--- src/rtl/kamus_fetch_buffer.sv ---
// kamus_fetch_buffer: DEPTH-entry FIFO between IF and ID.
// Each entry holds {instruction, PC, misalign flag}. A flush (redirect) or reset
// discards all buffered entries. in_ready_o depends only on occupancy and flush_i,
// never on out_ready_i, so a full buffer cannot accept even when ID pops that cycle.
//
// Ports:
//   clk_i, rst_ni          clock, synchronous active-low reset
//   flush_i                control-flow redirect, empties the buffer
//   in_valid_i/in_ready_o  IF-side handshake; in_instr_i, in_addr_i payload
//   out_valid_o/out_ready_i ID-side handshake; out_instr_o, out_addr_o, out_misalign_o
//   count_o                number of occupied entries
module kamus_fetch_buffer #(
  parameter int unsigned DEPTH     = 4,
  parameter logic [31:0] NOP_INSTR = 32'h0000_0013
) (
  input  logic                       clk_i,
  input  logic                       rst_ni,
  input  logic                       flush_i,
  input  logic                       in_valid_i,
  output logic                       in_ready_o,
  input  logic [31:0]                in_instr_i,
  input  logic [31:0]                in_addr_i,
  output logic                       out_valid_o,
  input  logic                       out_ready_i,
  output logic [31:0]                out_instr_o,
  output logic [31:0]                out_addr_o,
  output logic                       out_misalign_o,
  output logic [$clog2(DEPTH):0]     count_o
);

  localparam int unsigned PtrW = $clog2(DEPTH);
  localparam int unsigned CntW = PtrW + 1;

  logic [31:0]     instr_q    [DEPTH];
  logic [31:0]     addr_q     [DEPTH];
  logic            misalign_q [DEPTH];

  logic [PtrW-1:0] wptr_q, wptr_d;
  logic [PtrW-1:0] rptr_q, rptr_d;
  logic [CntW-1:0] count_q, count_d;

  logic push, pop;

  assign in_ready_o  = (count_q < CntW'(DEPTH)) && !flush_i;
  assign out_valid_o = (count_q != '0);

  assign push = in_valid_i && in_ready_o;
  assign pop  = out_valid_o && out_ready_i;

  assign out_instr_o    = out_valid_o ? instr_q[rptr_q]    : NOP_INSTR;
  assign out_addr_o     = out_valid_o ? addr_q[rptr_q]     : 32'h0;
  assign out_misalign_o = out_valid_o ? misalign_q[rptr_q] : 1'b0;
  assign count_o        = count_q;

  // DEPTH is a power of two, so pointers wrap naturally at their width.
  always_comb begin
    wptr_d  = wptr_q;
    rptr_d  = rptr_q;
    count_d = count_q;
    if (push) wptr_d = wptr_q + PtrW'(1);
    if (pop)  rptr_d = rptr_q + PtrW'(1);
    unique case ({push, pop})
      2'b10:   count_d = count_q + CntW'(1);
      2'b01:   count_d = count_q - CntW'(1);
      default: count_d = count_q;
    endcase
  end

  // Flush outranks any handshake in the same cycle; a pop there only clears.
  always_ff @(posedge clk_i) begin
    if (!rst_ni) begin
      wptr_q  <= '0;
      rptr_q  <= '0;
      count_q <= '0;
    end else if (flush_i) begin
      wptr_q  <= '0;
      rptr_q  <= '0;
      count_q <= '0;
    end else begin
      wptr_q  <= wptr_d;
      rptr_q  <= rptr_d;
      count_q <= count_d;
    end
  end

  // Entry storage is not reset; out_valid_o masks stale contents.
  always_ff @(posedge clk_i) begin
    if (push) begin
      instr_q[wptr_q]    <= in_instr_i;
      addr_q[wptr_q]     <= in_addr_i;
      misalign_q[wptr_q] <= |in_addr_i[1:0];
    end
  end

endmodule

--- config.mk ---
export PLATFORM = sky130hd
export DESIGN_NAME = kamus_fetch_buffer
export DESIGN_NICKNAME = d
export VERILOG_FILES = /design/src/rtl/kamus_fetch_buffer.sv
export SDC_FILE = /design/constraint.sdc
export NUM_CORES = 1
export LEC_CHECK = 0
export CAP_MARGIN = 20
export CORE_MARGIN = 4
export CORE_UTILIZATION = 59
export DETAILED_ROUTE_END_ITERATION = 8
export HOLD_SLACK_MARGIN = 0.03
export PLACE_DENSITY = 0.84
export SYNTH_ARGS = -nofsm -noshare
export SYNTH_HDL_FRONTEND = slang
export SYNTH_SLANG_ARGS = --single-unit
--- constraint.sdc ---
create_clock -name clk_i -period 9.1 [get_ports clk_i]
set_input_delay 2.73 -clock clk_i [delete_from_list [all_inputs] [get_ports clk_i]]
set_output_delay 2.73 -clock clk_i [all_outputs]
set_load 0.02 [all_outputs]
==> impl_metrics.env <==
export IMPL_floorplan_die_height_um=140
export IMPL_tritoncts_num_buffers=26
export IMPL_post_route_util_pct=73.4
export IMPL_routed_via_count=4861
export IMPL_power_ir_vdd_worst_v=0.000179
export IMPL_ff2ff_setup_slack_ns=6.85
export IMPL_seq_area_frac_synth_pct=77.6
export IMPL_avgSynthCellArea_um2=22.2
export IMPL_drt_drc_violations_left=0
export IMPL_nets=685
export IMPL_cts_repair_timing_setup_buffer_count=0
export IMPL_layout_cells_most_common="sky130_fd_sc_hd__edfxtp_1"
export IMPL_syn_cell_area_mm2=0.0103
export IMPL_final_period_minus_worst_setup_slack_ns=6.64
export IMPL_cp_slowest_cell="sky130_fd_sc_hd__clkdlybuf4s50_1"
export IMPL_worst_path_most_repeated_cell="sky130_fd_sc_hd__clkdlybuf4s50_1"
export IMPL_cts_hold_repair_buffers=0
export IMPL_power_density_mw_per_mm2=197
export IMPL_cts_resized=0
export IMPL_first_global_vias=5312
export IMPL_timing_fmax_mhz=151
export IMPL_clock_sinks=269
export IMPL_worst_r2r_path_depth=2
export IMPL_timing_hold_worst_class="flop to flop"
export IMPL_hold_path_startpoint="rptr_q[1]"
export IMPL_async_reset_ff_share_pct=0
export IMPL_path_clk_slew_ns=0.06
export IMPL_detail_route_antenna_nets=0
export IMPL_fin_worst_hold_slack_ns=0.503
export IMPL_drive_gt1_share_pct=17.0
export IMPL_final_max_slew_viol_count=0
export IMPL_yosysWarningCount=0
export IMPL_end_kind="primary output"
export IMPL_clock_skew_final_ns=0.00850
export IMPL_drtPass1Iterations=4
export IMPL_synth_ff_latch_count=269
export IMPL_timing_final_crit_share_pct=73.0
export IMPL_synth_nets=539
export IMPL_i_o_buffers=138
export IMPL_most_common_layout_cells="260 x sky130_fd_sc_hd__edfxtp_1, 138 x sky130_fd_sc_hd__clkdlybuf4s50_1, 65 x sky130_fd_sc_hd__mux4_2"
export IMPL_setup_repair_after_global_routing_missed_its_margin="no"
export IMPL_slew_limit_headroom_pct=32.0
export IMPL_tightestPinTransition_ns=1.02
export IMPL_leakagePower_nw=3.96
export IMPL_setup_worst_path_class="input port to primary output"
export IMPL_grt_ovfl_total=0
export IMPL_outcome="finished, final reports clean"
export IMPL_timing_critical_path_cells="clkdlybuf4s50_1, nor2_1, clkdlybuf4s50_1"
export IMPL_die_area_mm2=0.0196
export IMPL_grt_max_degree=66
export IMPL_clockBufferDepth=3
export IMPL_rr_endpoint="instr_q[0][16]"
export IMPL_critPathRequiredTime_ns=6.37
export IMPL_horizontal_extent_of_the_die_um=140
export IMPL_grt_first_pass_wirelength_um=29400
export IMPL_standard_cell_area_after_detailed_placement_mm2=0.0118
export IMPL_area_delta_synth_final_pct=22.5
export IMPL_initial_utilization_pct=59.9
export IMPL_groute_usage_overall_pct=19.1
export IMPL_worst_hold_depth=2
export IMPL_row_cnt=48
export IMPL_cts_max_level=1
export IMPL_average_wire_per_standard_cell_um=21.7
export IMPL_path_max_fanout=3
export IMPL_worst_skew_pair_late_latency_ns=0.51
export IMPL_core_mm2=0.0172
export IMPL_diodes=0
export IMPL_initialDrtViolationCount=284
export IMPL_cts_tree="built"
export IMPL_final_hold_vios=0
export IMPL_fin_area_mm2=0.0126
export IMPL_synth_top_flop_cell="sky130_fd_sc_hd__edfxtp_1"
export IMPL_design_portCount=139
export IMPL_synth_edf_count=260
export IMPL_post_synth_num_cell_types=24
export IMPL_timing_critical_path_arrival_ns=3.91
export IMPL_mean_number_of_vias_per_cell=5.70
export IMPL_timing_final_setup_violations=0
export IMPL_timing_max_cap_violations=0
export IMPL_grt_antenna_before_repair=0
export IMPL_netlist_instances=464
export IMPL_reg_to_reg_critical_path_startpoint="count_o[2]"
export IMPL_route_final_wire_length_um=18500
export IMPL_routabilityCongestion=0.748
export IMPL_cp_slowest_stage_delay_ns=0.61
export IMPL_dp_hpwl_um=10000
export IMPL_setup_total_negative_slack_ns=0
export IMPL_critical_path_startpoint_type="input port"
export IMPL_final_fill_count=1003
export IMPL_clk_root_buffer_cell="sky130_fd_sc_hd__clkbuf_16"
## stage by stage
| stage | cells | power [mW] | worst slack (ns) |
|---|---|---|---|
| 2_1_floorplan | 464 | 1.47 | 3.35 |
| 3_3_place_gp | 807 | 1.54 | 2.46 |
| 3_5_place_dp | 807 | 1.54 | 2.47 |
| 4_1_cts | 853 | 2.50 | 2.46 |
| 5_1_grt | 853 | 2.57 | 2.38 |
| 6_report | 853 | 2.48 | 2.46 |
## state kept, by name (all words and copies together) (netlist names), named ones only
name,count
rptr_q,2
misalign_q,4
addr_q,128
instr_q,128
wptr_q,2
count_o,3
## where the power goes
part	internal [mW]	switching, mW
Clock	0.553	0.411
Sequential	1.38	0.00644
Combinational	0.0699	0.0632
Total	2.00	0.480
## metal layers
layer  routed length, um  GRT usage, %  vias to the layer above
met5                   0             0                        -
met4                 371          4.54                        0
met3                1230          3.48                       32
met2                9590          32.6                      167
met1                7280          26.1                     2498
li1                    -             -                     2164
## worst max-delay path: cells and delay by family
family / cells / cell delay (ns)
buffers and inverters: 2 / 1.06
AND/OR/NAND/NOR: 1 / 0.12
## how the worst max path moves through the flow
| stage | startpoint | to | slack, ns |
|---|---|---|---|
| 2_1_floorplan | flush_i | in_ready_o | 3.35 |
| 3_3_place_gp | flush_i | in_ready_o | 2.46 |
| 3_5_place_dp | flush_i | in_ready_o | 2.47 |
| 4_1_cts | flush_i | in_ready_o | 2.46 |
| 5_1_grt | flush_i | in_ready_o | 2.38 |
| 6_report | flush_i | in_ready_o | 2.46 |
## cell usage after synthesis (2+ instances only)
master | number | area (um^2)
sky130_fd_sc_hd__buf_6 | 6 | 67.6
sky130_fd_sc_hd__mux4_2 | 65 | 1460
sky130_fd_sc_hd__edfxtp_1 | 260 | 7810
sky130_fd_sc_hd__and2_1 | 66 | 413
sky130_fd_sc_hd__ha_1 | 5 | 62.6
sky130_fd_sc_hd__xor2_1 | 3 | 26.3
sky130_fd_sc_hd__dfxtp_1 | 9 | 180
sky130_fd_sc_hd__or2_1 | 3 | 18.8
sky130_fd_sc_hd__inv_1 | 8 | 30.0
sky130_fd_sc_hd__or3_1 | 2 | 12.5
sky130_fd_sc_hd__nor2_1 | 8 | 30.0
sky130_fd_sc_hd__buf_2 | 7 | 35.0
sky130_fd_sc_hd__a21oi_1 | 3 | 15.0
sky130_fd_sc_hd__clkbuf_1 | 8 | 30.0
sky130_fd_sc_hd__o21ai_0 | 2 | 10.0
## layout make-up
cell class              instances  area (um^2)  area share, %
multi-input cells             166         2150           17.0
repair buffers                139         1390           11.0
flip-flops and latches        269         8000           63.4
clock buffers                  40          734           5.83
inverters                       8         30.0          0.238
clock inverters                 6         30.0          0.238
well taps                     225          282           2.23
## cell families after synthesis
| family | count (synthesis) | share of synthesized area, % |
|---|---|---|
| adders and majority gates | 6 | 0.803 |
| buffers and inverters | 29 | 1.58 |
| and+or+nand+nor | 84 | 4.99 |
| muxes | 66 | 14.3 |
| AOI/OAI and AO/OA | 6 | 0.316 |
| DFF | 269 | 77.6 |
| xor gates and xnor gates | 4 | 0.341 |
No activity file was read; power rests on OpenSTA's default activity.
